File: src/rtl/hash_job_if.sv
// Host-side job/result channels of the mining-core job controller.
// The host drives jobs in and takes results out through valid/ready pairs.
`timescale 1ns/1ps
interface hash_job_if #(
   parameter int TMO_W = 24
);
   logic             job_valid;
   logic             job_ready;
   logic [95:0]      job_payload;
   logic [7:0]       job_target;
   logic             res_valid;
   logic             res_ready;
   logic [31:0]      res_nonce;
   logic [23:0]      res_hash;
   logic [1:0]       res_status;
   logic [TMO_W-1:0] res_cycles;

   modport master (
      output job_valid, job_payload, job_target, res_ready,
      input  job_ready, res_valid, res_nonce, res_hash, res_status, res_cycles
   );

   modport slave (
      input  job_valid, job_payload, job_target, res_ready,
      output job_ready, res_valid, res_nonce, res_hash, res_status, res_cycles
   );
endinterface

File: src/rtl/hash_job_ctrl.sv
// Initiator side of the mining-core job interface: runs one job at a time on the
// core, re-checks the returned hash against the target and reports one result.
`timescale 1ns/1ps
module hash_job_ctrl #(
   parameter int               TMO_W   = 24,
   parameter logic [TMO_W-1:0] TMO_MAX = {TMO_W{1'b1}}
) (
   input  logic        clk,
   input  logic        rst_n,
   hash_job_if.slave   host,
   output logic        core_active,
   output logic [95:0] core_payload,
   output logic [7:0]  core_target,
   input  logic        core_terminado,
   input  logic [31:0] core_nonce,
   input  logic [23:0] core_hash
);

   typedef enum logic [1:0] {IDLE, CLEAR, RUN, RESP} state_t;
   typedef enum logic [1:0] {ST_OK = 2'b00, ST_BAD = 2'b01, ST_TMO = 2'b10} status_t;

   state_t           state, next_state;
   logic [TMO_W-1:0] counter;
   logic             take_job;
   logic             timeout;
   logic             hash_ok;

   assign host.job_ready = (state == IDLE);
   assign host.res_valid = (state == RESP);

   always_comb begin
      // NOTE: every output of this block gets a default before the case, so no path can infer a latch.
      next_state = state;
      take_job   = host.job_valid && (state == IDLE);
      timeout    = (counter == TMO_MAX);
      hash_ok    = (core_hash[23:16] < core_target) && (core_hash[15:8] < core_target);
      case (state)
         IDLE:    if (take_job) next_state = CLEAR;
         // terminado may still be high from the previous job, so CLEAR never looks at it
         CLEAR:   next_state = RUN;
         RUN:     if (core_terminado || timeout) next_state = RESP;
         RESP:    if (host.res_ready) next_state = IDLE;
         default: next_state = IDLE;
      endcase
   end

   // NOTE: sequential state uses non-blocking assignments so all registers update together at the edge.
   always_ff @(posedge clk or negedge rst_n) begin
      if (!rst_n) state <= IDLE;
      else        state <= next_state;
   end

   always_ff @(posedge clk or negedge rst_n) begin
      if (!rst_n) begin
         core_active     <= 1'b0;
         core_payload    <= '0;
         core_target     <= '0;
         counter         <= '0;
         host.res_nonce  <= '0;
         host.res_hash   <= '0;
         host.res_status <= '0;
         host.res_cycles <= '0;
      end else begin
         core_active <= (next_state == RUN);

         // The counter counts the edge into RUN, so it reads 1 on the first RUN cycle
         if (take_job) begin
            core_payload <= host.job_payload;
            core_target  <= host.job_target;
            counter      <= '0;
         end else if (next_state == RUN) begin
            counter <= counter + TMO_W'(1);
         end

         if (state == RUN && core_terminado) begin
            host.res_nonce  <= core_nonce;
            host.res_hash   <= core_hash;
            host.res_status <= hash_ok ? ST_OK : ST_BAD;
            host.res_cycles <= counter;
         end else if (state == RUN && timeout) begin
            host.res_nonce  <= '0;
            host.res_hash   <= '0;
            host.res_status <= ST_TMO;
            host.res_cycles <= TMO_MAX;
         end
      end
   end

endmodule
File: src/flat_wrapper.sv
// flat-port wrapper written by rule: the top's interface ports become plain ports
module hash_job_ctrl_flat 
#(
   parameter int               TMO_W   = 24,
   parameter logic [TMO_W-1:0] TMO_MAX = {TMO_W{1'b1}}
)
  (clk, rst_n, core_active, core_payload, core_target, core_terminado, core_nonce, core_hash, host_job_valid, host_job_payload, host_job_target, host_res_ready, host_job_ready, host_res_valid, host_res_nonce, host_res_hash, host_res_status, host_res_cycles);
  hash_job_if #(.TMO_W(TMO_W)) host_i ();
  input  logic clk;
  input  logic rst_n;
  output logic core_active;
  output logic [95:0] core_payload;
  output logic [7:0] core_target;
  input  logic core_terminado;
  input  logic [31:0] core_nonce;
  input  logic [23:0] core_hash;
  input wire logic [$bits(host_i.job_valid)-1:0] host_job_valid;
  input wire logic [$bits(host_i.job_payload)-1:0] host_job_payload;
  input wire logic [$bits(host_i.job_target)-1:0] host_job_target;
  input wire logic [$bits(host_i.res_ready)-1:0] host_res_ready;
  output wire logic [$bits(host_i.job_ready)-1:0] host_job_ready;
  output wire logic [$bits(host_i.res_valid)-1:0] host_res_valid;
  output wire logic [$bits(host_i.res_nonce)-1:0] host_res_nonce;
  output wire logic [$bits(host_i.res_hash)-1:0] host_res_hash;
  output wire logic [$bits(host_i.res_status)-1:0] host_res_status;
  output wire logic [$bits(host_i.res_cycles)-1:0] host_res_cycles;
  assign host_i.job_valid = host_job_valid;
  assign host_i.job_payload = host_job_payload;
  assign host_i.job_target = host_job_target;
  assign host_i.res_ready = host_res_ready;
  assign host_job_ready = host_i.job_ready;
  assign host_res_valid = host_i.res_valid;
  assign host_res_nonce = host_i.res_nonce;
  assign host_res_hash = host_i.res_hash;
  assign host_res_status = host_i.res_status;
  assign host_res_cycles = host_i.res_cycles;
  hash_job_ctrl #(.TMO_W(TMO_W), .TMO_MAX(TMO_MAX)) u_core (.clk(clk), .rst_n(rst_n), .host(host_i), .core_active(core_active), .core_payload(core_payload), .core_target(core_target), .core_terminado(core_terminado), .core_nonce(core_nonce), .core_hash(core_hash));
endmodule
File: config.mk
export PLATFORM = sky130hd
export DESIGN_NAME = hash_job_ctrl_flat
export DESIGN_NICKNAME = d
export VERILOG_FILES = /design/src/rtl/hash_job_if.sv /design/src/rtl/hash_job_ctrl.sv /design/src/flat_wrapper.sv
export SDC_FILE = /design/constraint.sdc
export NUM_CORES = 1
export LEC_CHECK = 0
export ABC_AREA = 1
export CAP_MARGIN = 20
export CORE_MARGIN = 1
export CORE_UTILIZATION = 39
export CTS_BUF_LIST = sky130_fd_sc_hd__clkbuf_4 sky130_fd_sc_hd__clkbuf_8 sky130_fd_sc_hd__clkbuf_16
export CTS_CLUSTER_SIZE = 25
export DETAILED_ROUTE_END_ITERATION = 8
export HOLD_SLACK_MARGIN = 0.02
export PLACE_DENSITY = 0.76
export SLEW_MARGIN = 20
export SYNTH_ARGS = -nofsm -noshare
export SYNTH_HDL_FRONTEND = slang
export SYNTH_SLANG_ARGS = --single-unit
File: constraint.sdc
create_clock -name clk -period 1.8 [get_ports clk]
set_input_delay 0.27 -clock clk [delete_from_list [all_inputs] [get_ports clk]]
set_output_delay 0.27 -clock clk [all_outputs]
set_load 0.05 [all_outputs]
==> results of run 1 <==
==> Yosys cell counts, drive strengths merged <==
cell    number  share of area (%)
nand2      380                 16
dfrtp      213                 60
o31ai        1              0.085
clkinv       2              0.085
xor2        12                1.2
buf         20                1.5
nor3         1              0.056
nand3       20                1.2
o211ai       2               0.17
a22o        56                5.5
nand4       14               0.99
inv         56                2.4
nand3b       6               0.51
a21oi       33                1.9
nor2        67                3.0
ha          15                2.1
o21ai       37                2.1
clkbuf      25                1.1
==> cell families after synthesis <==
kind of cell             after synthesis
flip-flops                           213
XOR/XNOR                              12
AND/OR/NAND/NOR                      488
buffers and inverters                103
AO/OA/AOI/OAI                        129
adder cells (fa/ha/maj)               15
==> stage by stage <==
| stage | setup slack, ns | TNS [ns] | std cells | power (W) |
|---|---|---|---|---|
| floorplan | 0.0246 | 0 | 960 | 0.0184 |
| global placement | -0.228 | -4.91 | 1607 | 0.0239 |
| global route | -0.0211 | -0.0614 | 1669 | 0.0306 |
| finish | 0.0756 | 0 | 1669 | 0.0290 |
| CTS | 0.0126 | 0 | 1654 | 0.0289 |
| detailed placement | -0.289 | -5.81 | 1607 | 0.0242 |
==> metal layers <==
metal,GRT usage (%),vias up
li1,-,3913
met1,28.7,3874
met2,40.1,357
met3,7.85,50
met4,7.65,0
met5,0,-
==> worst min path at each step <==
stage	from	to	slack [ns]
3_3_place_gp	rst_n	u_core.host.res_cycles[9]$_DFFE_PN0P_	0.19
5_1_grt	rst_n	u_core.host.res_nonce[10]$_DFFE_PN0P_	0.28
3_5_place_dp	rst_n	u_core.host.res_nonce[10]$_DFFE_PN0P_	0.19
6_report	rst_n	u_core.host.res_nonce[10]$_DFFE_PN0P_	0.25
4_1_cts	rst_n	u_core.host.res_cycles[9]$_DFFE_PN0P_	0.25
2_1_floorplan	rst_n	u_core.core_active$_DFF_PN0_	-0.03
==> cell type report <==
class / count / area (µm²) / area share (%)
clock inverter: 15 / 173 / 1.24
timing repair buffer: 424 / 3940 / 28.4
inverter: 58 / 230 / 1.66
multi-input combinational: 645 / 3180 / 22.9
sequential: 213 / 5330 / 38.4
tap: 280 / 350 / 2.52
clock buffer: 30 / 676 / 4.87
antenna: 4 / 10.0 / 0.0721
==> power by group <==
| group | internal [W] | switching, W |
|---|---|---|
| registers | 0.00688 | 0.00118 |
| logic | 0.00468 | 0.0111 |
| clock network | 0.00312 | 0.00202 |
==> flip-flops by register name, indices dropped and copies added, names as in the netlist <==
| name | flops |
|---|---|
| u_core.core_payload | 96 |
| u_core.core_target | 8 |
| u_core.host.res_hash | 24 |
| u_core.state | 2 |
| u_core.host.res_nonce | 32 |
| u_core.host.res_status | 2 |
| u_core.core_active | 1 |
| u_core.host.res_cycles | 24 |
| u_core.counter | 24 |
==> worst register-to-register path: stages, from the launching register on <==
cell,delay (ns)
sky130_fd_sc_hd__dfrtp_1,0.35
sky130_fd_sc_hd__nand2_1,0.07
sky130_fd_sc_hd__nor2_1,0.19
sky130_fd_sc_hd__nand2_2,0.11
sky130_fd_sc_hd__nor2_4,0.14
sky130_fd_sc_hd__nand2_4,0.07
sky130_fd_sc_hd__nand3_4,0.11
sky130_fd_sc_hd__buf_6,0.14
sky130_fd_sc_hd__clkinvlp_4,0.11
sky130_fd_sc_hd__buf_6,0.15
sky130_fd_sc_hd__nand4_1,0.08
sky130_fd_sc_hd__o21ai_1,0.07
==> what timing repair did <==
action	4_1_cts	5_1_grt
resized for setup	99	24
pin swaps	1	5
cloned	1	7
hold endpoints to repair	44	0
setup endpoints to repair	119	91
setup buffers	0	4
hold buffers	1	0
==> out/metrics.json, run 1 <==
{
  "outcome": {"value": "finished clean"},
  "clk_latency_worst_skew_pair": {"value": 0.51, "unit": "ns"},
  "drtAntennaViolNets": {"value": 0},
  "total_congestion_overflow_after_global_routing": {"value": 0},
  "finalHoldWorstSlack": {"value": 0.250, "unit": "ns"},
  "boundaryPins": {"value": 354},
  "crit_end": {"value": "u_core.counter[16]$_DFFE_PN0P_"},
  "critical_path.n_buffers_inverters": {"value": 3},
  "critical_path.max_fanout": {"value": 5},
  "synth-xor-area-share": {"value": 1.18, "unit": "%"},
  "postSynthCellCount": {"value": 960},
  "regToRegEndpoint": {"value": "u_core.counter[16]$_DFFE_PN0P_"},
  "final_min_period_over_clock_period": {"value": 95.8, "unit": "%"},
  "clock-sinks": {"value": 213},
  "numCtsBuffers": {"value": 25},
  "die_area": {"value": 23400, "unit": "µm²"},
  "worst-setup-path-type": {"value": "flip-flop to flip-flop"},
  "grt_first_pass_wirelength": {"value": 44.5, "unit": "mm"},
  "rsz0062_at_grt": {"value": "true"},
  "fin_area": {"value": 13900, "unit": "µm²"},
  "numPortBuffers": {"value": 353},
  "reg2reg_from": {"value": "u_core.counter[15]$_DFFE_PN0P_"},
  "met1Wirelength": {"value": 11.3, "unit": "mm"},
  "routed-via-count": {"value": 8194},
  "initial_standard_cell_utilization_of_the_core": {"value": 40.2, "unit": "%"},
  "rrSetupSlack": {"value": 0.08, "unit": "ns"},
  "timing.critical_path.to_type": {"value": "flip-flop"},
  "critical-path-max-stage-delay": {"value": 0.35, "unit": "ns"},
  "hold_viol_final": {"value": 0},
  "detailed_place_hpwl": {"value": 19.3, "unit": "mm"},
  "most-common-layout-cells": {"value": "sky130_fd_sc_hd__nand2_1, sky130_fd_sc_hd__dfrtp_1, sky130_fd_sc_hd__clkdlybuf4s50_1"},
  "worst_ep_arrival_time": {"value": 2.10, "unit": "ns"},
  "total_leakage_power": {"value": 7.07, "unit": "nW"},
  "report.final.setup_viol": {"value": 0},
  "critical_path_depth_in_cells": {"value": 11},
  "gpl.final_weighted_congestion": {"value": 0.905},
  "maximum_number_of_pins_on_one_net_before_global_route_repair": {"value": 99},
  "synth.ff_latch_count": {"value": 213},
  "grt_pass1_vias": {"value": 8343},
  "routed.top_layer": {"value": "met4"},
  "post_synth_mux_area_share": {"value": 0, "unit": "%"},
  "path_delay_family": {"value": "simple AND/OR/NAND/NOR gates"},
  "cts_max_level": {"value": 1},
  "syn-num-nets": {"value": 1140},
  "cts_tree": {"value": "yes"},
  "drive_gt1_share": {"value": 16.8, "unit": "%"},
  "worst_path_most_repeated_cell": {"value": "sky130_fd_sc_hd__buf_6"},
  "critPathLaunchType": {"value": "flip-flop"},
  "min_path_type": {"value": "input port to asynchronous set/reset pin"},
  "post_synth_simple_gate_area": {"value": 22.0, "unit": "%"},
  "antenna_found_initial": {"value": 4},
  "mapped_area": {"value": 8880, "unit": "µm²"},
  "drc": {"value": 0},
  "met2_wirelength": {"value": 13.8, "unit": "mm"},
  "drt_iter0_drc": {"value": 464},
  "final_common_cell": {"value": "sky130_fd_sc_hd__nand2_1"},
  "synth-seq-area-share": {"value": 60.0, "unit": "%"},
  "synth_top_family_by_area": {"value": "simple AND/OR/NAND/NOR gates"},
  "floorplan.die.width": {"value": 153, "unit": "µm"},
  "finish.utilization": {"value": 62.8, "unit": "%"},
  "clk_pin_slew": {"value": 0.06, "unit": "ns"},
  "nets": {"value": 1547},
  "fmaxAchievable": {"value": 0.580, "unit": "GHz"},
  "netlist-cell-type-count": {"value": 28},
  "total_of_fill_cells_in_the_finished_design": {"value": 1874},
  "postSynthAreaPerCell": {"value": 9.25, "unit": "µm²"},
  "tightest_slew": {"value": 0.536, "unit": "ns"},
  "synth_compound_gate_area_share": {"value": 9.76, "unit": "%"},
  "rows": {"value": 54},
  "yosysWarningCount": {"value": 0},
  "die_height": {"value": 153, "unit": "µm"},
  "met3_wirelength": {"value": 2.64, "unit": "mm"},
  "cts.path.max_buffers": {"value": 3},
  "max_capacitance_violation_count": {"value": 0},
  "vdd_drop_max": {"value": 0.00119, "unit": "V"},
  "crit_path_top_delay_cell": {"value": "sky130_fd_sc_hd__dfrtp_1"},
  "clockRootBuffer": {"value": "sky130_fd_sc_hd__clkbuf_16"},
  "detail_route.first_pass.iterations": {"value": 4},
  "min_period": {"value": 1.72, "unit": "ns"},
  "yosys.area_share.adder": {"value": 2.11, "unit": "%"},
  "power_density": {"value": 2090, "unit": "nW/µm²"},
  "dpl_cell_area": {"value": 12900, "unit": "µm²"},
  "areaGrowthSynthToFinish": {"value": 56.3, "unit": "%"},
  "critPathLaunch": {"value": "u_core.counter[15]$_DFFE_PN0P_"},
  "path_cells": {"value": "nand2_1 > nor2_1 > nand2_2 > nor2_4 > nand2_4 > nand3_4 > buf_6 > clkinvlp_4 > buf_6 > nand4_1 > o21ai_1"},
  "wl_per_cell": {"value": 17.1, "unit": "µm"},
  "fin_worst_skew": {"value": 0.00641, "unit": "ns"},
  "design.core.area": {"value": 22100, "unit": "µm²"},
  "timing.final.max_slew_violations": {"value": 0},
  "detail_route.wirelength": {"value": 28.5, "unit": "mm"},
  "drt-vias-per-instance": {"value": 4.91},
  "cp_data_required_time": {"value": 2.18, "unit": "ns"},
  "worst_r2r_path_depth": {"value": 11},
  "grt_util_all_layers": {"value": 23.8, "unit": "%"},
  "max_slew_margin": {"value": 64.4, "unit": "%"}
}
Note: power is estimated with default switching activity, not from simulation.
==> inputs of run 2 (changes only) <==
SKIP_LAST_GASP = 1   (was not set)
==> run 2 against run 1 <==
Against the previous run:
- first-iteration DRC count is 2.8% higher
- die area stayed put
- utilization stayed put
- wire length hardly changed
- worst setup slack worse by 0.00075 ns
- clock-buffer cell count stayed put
- register-to-register slack hardly changed
- critical path depth stayed put
- cell area stayed put
- sequential power hardly changed
- flip-flop and latch count stayed put
- critical path type unchanged
==> out/metrics.json, run 2 (same netlist as run 1, synthesis figures left out) <==
{
  "boundaryPins": {"value": 354},
  "wl_per_cell": {"value": 17.0, "unit": "µm"},
  "design.core.area": {"value": 22100, "unit": "µm²"},
  "detail_route.wirelength": {"value": 28.5, "unit": "mm"},
  "die_area": {"value": 23400, "unit": "µm²"},
  "timing.final.max_slew_violations": {"value": 0},
  "critical_path.n_buffers_inverters": {"value": 3},
  "portion_of_total_power_attributed_to_the_clock_network": {"value": 17.7, "unit": "%"},
  "switching_share": {"value": 49.4, "unit": "%"},
  "rsz0062_at_grt": {"value": "true"},
  "maximum_number_of_pins_on_one_net_before_global_route_repair": {"value": 99},
  "drt_iter0_drc": {"value": 477},
  "tightest_slew": {"value": 0.536, "unit": "ns"},
  "rows": {"value": 54},
  "reg_top3": {"value": "u_core.core_payload (96), u_core.host.res_nonce (32)"},
  "fin_worst_skew": {"value": 0.00731, "unit": "ns"},
  "critPathLaunchType": {"value": "flip-flop"},
  "initial_standard_cell_utilization_of_the_core": {"value": 40.2, "unit": "%"},
  "min_period": {"value": 1.73, "unit": "ns"},
  "max_slew_margin": {"value": 64.4, "unit": "%"},
  "path_cells": {"value": "nand2_1 > nor2_1 > nand2_2 > nor2_4 > nand2_4 > nand3_4 > buf_6 > clkinvlp_4 > buf_6 > nand4_1 > o21ai_1"},
  "power_density": {"value": 2090, "unit": "nW/µm²"},
  "outcome": {"value": "finished clean"},
  "detailed_place_hpwl": {"value": 19.3, "unit": "mm"},
  "min_path_type": {"value": "input port to asynchronous set/reset pin"},
  "final_min_period_over_clock_period": {"value": 95.8, "unit": "%"},
  "crit_path_top_delay_cell": {"value": "sky130_fd_sc_hd__dfrtp_1"},
  "drive_gt1_share": {"value": 16.8, "unit": "%"},
  "total_leakage_power": {"value": 7.07, "unit": "nW"},
  "detail_route.first_pass.iterations": {"value": 7},
  "p_switching": {"value": 0.0144, "unit": "W"},
  "numCtsBuffers": {"value": 25},
  "fmaxAchievable": {"value": 0.580, "unit": "GHz"},
  "timing.critical_path.to_type": {"value": "flip-flop"},
  "floorplan.die.width": {"value": 153, "unit": "µm"},
  "cts_tree": {"value": "yes"},
  "pwr-share-comb": {"value": 54.5, "unit": "%"},
  "cts_max_level": {"value": 1},
  "vdd_drop_max": {"value": 0.00119, "unit": "V"},
  "routed-via-count": {"value": 8179},
  "drc": {"value": 0},
  "most-common-layout-cells": {"value": "sky130_fd_sc_hd__nand2_1, sky130_fd_sc_hd__dfrtp_1, sky130_fd_sc_hd__clkdlybuf4s50_1"},
  "drt-vias-per-instance": {"value": 4.90},
  "path_delay_family": {"value": "simple AND/OR/NAND/NOR gates"},
  "worst-setup-path-type": {"value": "flip-flop to flip-flop"},
  "largest_register_ffs": {"value": 96},
  "report.final.setup_viol": {"value": 0},
  "cts.path.max_buffers": {"value": 3},
  "final_common_cell": {"value": "sky130_fd_sc_hd__nand2_1"},
  "critical-path-max-stage-delay": {"value": 0.35, "unit": "ns"},
  "finalSetupTns": {"value": 0, "unit": "ns"},
  "dp_slack": {"value": -0.289, "unit": "ns"},
  "grt_pass1_vias": {"value": 8338},
  "clock-sinks": {"value": 213},
  "cp_data_required_time": {"value": 2.18, "unit": "ns"},
  "clockRootBuffer": {"value": "sky130_fd_sc_hd__clkbuf_16"},
  "numPortBuffers": {"value": 353},
  "worst_path_most_repeated_cell": {"value": "sky130_fd_sc_hd__buf_6"},
  "power.sequential.fraction": {"value": 27.8, "unit": "%"},
  "antenna_found_initial": {"value": 4},
  "max_flop_register": {"value": "u_core.core_payload"},
  "max_capacitance_violation_count": {"value": 0},
  "worst_ep_arrival_time": {"value": 2.10, "unit": "ns"},
  "post-route-worst-setup-slack": {"value": 0.0748, "unit": "ns"},
  "total_congestion_overflow_after_global_routing": {"value": 0},
  "hold_viol_final": {"value": 0},
  "clk_pin_slew": {"value": 0.06, "unit": "ns"},
  "die_height": {"value": 153, "unit": "µm"},
  "grt_util_all_layers": {"value": 23.8, "unit": "%"},
  "gpl.final_weighted_congestion": {"value": 0.905},
  "total_of_fill_cells_in_the_finished_design": {"value": 1874},
  "areaGrowthSynthToFinish": {"value": 56.3, "unit": "%"},
  "grt_first_pass_wirelength": {"value": 44.5, "unit": "mm"},
  "nets": {"value": 1547},
  "p_int": {"value": 0.0147, "unit": "W"},
  "clk_latency_worst_skew_pair": {"value": 0.51, "unit": "ns"},
  "drtAntennaViolNets": {"value": 0},
  "critical_path.max_fanout": {"value": 5}
}
run 2: cell counts in the layout (fill, tap and decap cells not counted):
No cell type changed its count.
run 2: power groups by stage:
stage	sequential (W)	clock, W	combinational [W]
floorplan	0.0149	0	0.00350
global placement	0.00803	0	0.0159
detailed placement	0.00809	0	0.0161
CTS	0.00806	0.00527	0.0156
global route	0.00833	0.00547	0.0168
finish	0.00806	0.00514	0.0158
run 2: layer usage:
layer  GRT usage (%)  wire length, µm
met1            28.6            11300
met4            7.65              731
met2            40.1            13800
met3            7.88             2610
met5               0                0
run 2: final timing paths:
kind                                                               to  cells past startpoint  slack, ns                                 from
worst max-delay path                   u_core.counter[16]$_DFFE_PN0P_                     11       0.07       u_core.counter[15]$_DFFE_PN0P_
worst min-delay path            u_core.host.res_nonce[10]$_DFFE_PN0P_                      2       0.25                                rst_n
worst max register to register         u_core.counter[16]$_DFFE_PN0P_                     11       0.07       u_core.counter[15]$_DFFE_PN0P_
worst min register to register    u_core.core_payload[72]$_DFFE_PN0P_                      2       0.47  u_core.core_payload[72]$_DFFE_PN0P_
max in group asynchronous          u_core.core_payload[2]$_DFFE_PN0P_                      3       0.87                                rst_n
min in group clk                  u_core.core_payload[56]$_DFFE_PN0P_                      3       0.29                 host_job_payload[56]
run 2: through the flow:
step | area, µm² | hold WS (ns) | total power [W] | cells | util [%]
floorplan | 8890 | -0.0256 | 0.0184 | 960 | -
global placement | 12900 | 0.192 | 0.0239 | 1607 | 58.4
detailed placement | 12900 | 0.194 | 0.0242 | 1607 | 58.4
CTS | 13700 | 0.248 | 0.0289 | 1654 | 61.9
global route | 13900 | 0.276 | 0.0306 | 1669 | 62.8
finish | 13900 | 0.250 | 0.0290 | 1669 | 62.8
run 2: area by class of cell:
cell class / instances / area (µm²) / area share (%)
diodes: 4 / 10.0 / 0.0721
clock buffers: 30 / 676 / 4.87
clock inverters: 15 / 173 / 1.24
inverters: 58 / 230 / 1.66
multi-input cells: 645 / 3180 / 22.9
flip-flops and latches: 213 / 5330 / 38.4
well taps: 280 / 350 / 2.52
repair buffers: 424 / 3940 / 28.4
run 2: timing repair:
item,in CTS,in global routing
hold buffers,1,0
setup buffers,0,4
endpoints found under the setup margin,119,103
pin swaps,1,5
gates resized for setup,98,25
hold endpoints to repair,44,0
gates cloned,1,7
==> inputs of run 3 (changes only) <==
GPL_TIMING_DRIVEN = 0   (was not set)
REMOVE_ABC_BUFFERS = 1   (was not set)
==> run 3 against run 2 <==
Against the previous run:
- combinational power fell by 3%
- clock-buffer cell count rose by 3
- critical path depth did not move
- non-clock buffer count fell by 37
- flip-flop and latch count did not move
- clock power rose by 5.8%
- wire length fell by 1.1%
- sequential share of layout area rose by 0.25 points
- sequential power fell by 0.7%
- register-to-register slack got worse by 0.06 ns
- cell count fell by 2.2%
- power fell by 0.50%
==> out/metrics.json, run 3 (same netlist as run 1, synthesis figures left out) <==
{
  "outcome": {"value": "finished clean"},
  "detail_route.wirelength": {"value": 28.1, "unit": "mm"},
  "areaGrowthSynthToFinish": {"value": 55.3, "unit": "%"},
  "clk_latency_worst_skew_pair": {"value": 0.51, "unit": "ns"},
  "clockRootBuffer": {"value": "sky130_fd_sc_hd__clkbuf_16"},
  "largest_register_ffs": {"value": 96},
  "grt_util_all_layers": {"value": 23.8, "unit": "%"},
  "numPortBuffers": {"value": 353},
  "grt_pass1_vias": {"value": 8339},
  "cp_data_required_time": {"value": 2.18, "unit": "ns"},
  "fin_area": {"value": 13800, "unit": "µm²"},
  "maximum_number_of_pins_on_one_net_before_global_route_repair": {"value": 87},
  "insertedDiodeCount": {"value": 0},
  "final_common_cell": {"value": "sky130_fd_sc_hd__nand2_1"},
  "gpl.final_weighted_congestion": {"value": 0.915},
  "clk_pin_slew": {"value": 0.06, "unit": "ns"},
  "finalSetupTns": {"value": 0, "unit": "ns"},
  "timing.critical_path.to_type": {"value": "flip-flop"},
  "drt_iter0_drc": {"value": 474},
  "cts_tree": {"value": "yes"},
  "max_capacitance_violation_count": {"value": 0},
  "numCtsBuffers": {"value": 24},
  "detailed_place_hpwl": {"value": 17.8, "unit": "mm"},
  "drc": {"value": 0},
  "total_congestion_overflow_after_global_routing": {"value": 0},
  "cts.path.max_buffers": {"value": 3},
  "critPathLaunchType": {"value": "flip-flop"},
  "fin_worst_skew": {"value": 0.0229, "unit": "ns"},
  "reg_top3": {"value": "u_core.core_payload (96), u_core.host.res_nonce (32)"},
  "reg2reg_from": {"value": "u_core.counter[1]$_DFFE_PN0P_"},
  "wl_per_cell": {"value": 17.2, "unit": "µm"},
  "die_area": {"value": 23400, "unit": "µm²"},
  "crit_path_top_delay_cell": {"value": "sky130_fd_sc_hd__dfrtp_1"},
  "cts_max_level": {"value": 1},
  "detail_route.first_pass.iterations": {"value": 5},
  "critical-path-max-stage-delay": {"value": 0.41, "unit": "ns"},
  "initial_standard_cell_utilization_of_the_core": {"value": 40.2, "unit": "%"},
  "drive_gt1_share": {"value": 8.21, "unit": "%"},
  "max_flop_register": {"value": "u_core.core_payload"},
  "vdd_drop_max": {"value": 0.00115, "unit": "V"},
  "boundaryPins": {"value": 354},
  "dp_slack": {"value": -1.52, "unit": "ns"},
  "critical_path.max_fanout": {"value": 5},
  "antenna_found_initial": {"value": 0},
  "critPathLaunch": {"value": "u_core.counter[1]$_DFFE_PN0P_"},
  "grt_first_pass_wirelength": {"value": 44.3, "unit": "mm"},
  "worst-setup-path-type": {"value": "flip-flop to flip-flop"},
  "final_min_period_over_clock_period": {"value": 99.2, "unit": "%"},
  "rsz0062_at_grt": {"value": "true"},
  "worst_ep_arrival_time": {"value": 2.17, "unit": "ns"},
  "rows": {"value": 54},
  "most-common-layout-cells": {"value": "sky130_fd_sc_hd__nand2_1, sky130_fd_sc_hd__dfrtp_1, sky130_fd_sc_hd__dlygate4sd2_1"},
  "clock-sinks": {"value": 213},
  "worst_path_most_repeated_cell": {"value": "sky130_fd_sc_hd__nor2_4"},
  "report.final.setup_viol": {"value": 0},
  "design.core.area": {"value": 22100, "unit": "µm²"},
  "min_period": {"value": 1.79, "unit": "ns"},
  "tightest_slew": {"value": 0.605, "unit": "ns"},
  "min_path_type": {"value": "input port to asynchronous set/reset pin"},
  "max_slew_margin": {"value": 59.8, "unit": "%"},
  "drtAntennaViolNets": {"value": 0},
  "nets": {"value": 1515},
  "floorplan.die.width": {"value": 153, "unit": "µm"},
  "path_cells": {"value": "ha_4 > inv_1 > nor2_4 > nand2_4 > nor2_4 > nand2_4 > nand3_4 > nor2_4 > buf_6 > nand3b_1 > o21ai_0"},
  "drt-vias-per-instance": {"value": 4.97},
  "post-route-worst-setup-slack": {"value": 0.0140, "unit": "ns"},
  "total_leakage_power": {"value": 7.05, "unit": "nW"},
  "timing.final.max_slew_violations": {"value": 0},
  "power_density": {"value": 2090, "unit": "nW/µm²"},
  "hold_viol_final": {"value": 0},
  "routed-via-count": {"value": 8118},
  "fmaxAchievable": {"value": 0.560, "unit": "GHz"},
  "die_height": {"value": 153, "unit": "µm"},
  "dpl_cell_area": {"value": 12700, "unit": "µm²"}
}
[run 3: path summary, 6_finish.rpt]
path | endpoint | slack, ns | cells after the start
setup reg to reg | u_core.counter[17]$_DFFE_PN0P_ | 0.01 | 11
setup / recovery | u_core.counter[17]$_DFFE_PN0P_ | 0.01 | 11
min in group clk | u_core.core_payload[55]$_DFFE_PN0P_ | 0.28 | 3
hold reg to reg | u_core.core_payload[1]$_DFFE_PN0P_ | 0.47 | 2
max in group asynchronous | u_core.core_payload[59]$_DFFE_PN0P_ | 0.71 | 3
hold / removal | u_core.host.res_cycles[13]$_DFFE_PN0P_ | 0.28 | 2
[run 3: final cells by class]
class | count | area (µm²)
repair inverters | 3 | 35.0
multi-input cells | 648 | 3260
fillers | 1891 | 8300
clock buffers | 33 | 711
clock inverters | 10 | 178
well taps | 280 | 350
flip-flops and latches | 213 | 5330
repair buffers | 387 | 3650
inverters | 58 | 275
[run 3: where the power goes]
part / switching [W] / leakage, nW / internal (W)
Sequential: 0.00113 / 2.67 / 0.00687
Combinational: 0.0112 / 3.93 / 0.00419
Clock: 0.00197 / 0.442 / 0.00347
Total: 0.0143 / 7.05 / 0.0145
[run 3: stage by stage]
| stage | hold WS (ns) | util, % | cells | power (W) |
|---|---|---|---|---|
| 4_1_cts | 0.268 | 61.9 | 1617 | 0.0289 |
| 6_report | 0.282 | 62.4 | 1632 | 0.0289 |
| 5_1_grt | 0.280 | 62.4 | 1632 | 0.0303 |
| 3_3_place_gp | 0.462 | 56.8 | 1548 | 0.0238 |
| 2_1_floorplan | -0.0256 | - | 915 | 0.0181 |
| 3_5_place_dp | 0.239 | 57.4 | 1552 | 0.0240 |
[run 3: critical path, delay by kind of cell (launching register included)]
| kind | cells | cell delay (ns) |
|---|---|---|
| AO/OA/AOI/OAI | 1 | 0.10 |
| buffers and inverters | 2 | 0.19 |
| flip-flops | 1 | 0.41 |
| AND/OR/NAND/NOR | 7 | 0.79 |
| adder cells (fa/ha/maj) | 1 | 0.18 |
[run 3: timing repair]
item	CTS	global route
cloned	6	1
setup endpoints to repair	401	96
buffers inserted	15	15
pin swaps	9	5
hold endpoints to repair	56	0
resized for setup	227	21
hold buffers	1	0
[run 3: layer usage]
metal | GRT usage, % | up-vias | part of all wire, %
met5 | 0 | - | 0
met4 | 10.5 | 0 | 4.1
met1 | 27.6 | 3833 | 38
li1 | - | 3842 | -
met2 | 41.6 | 369 | 50
met3 | 5.90 | 74 | 7.8
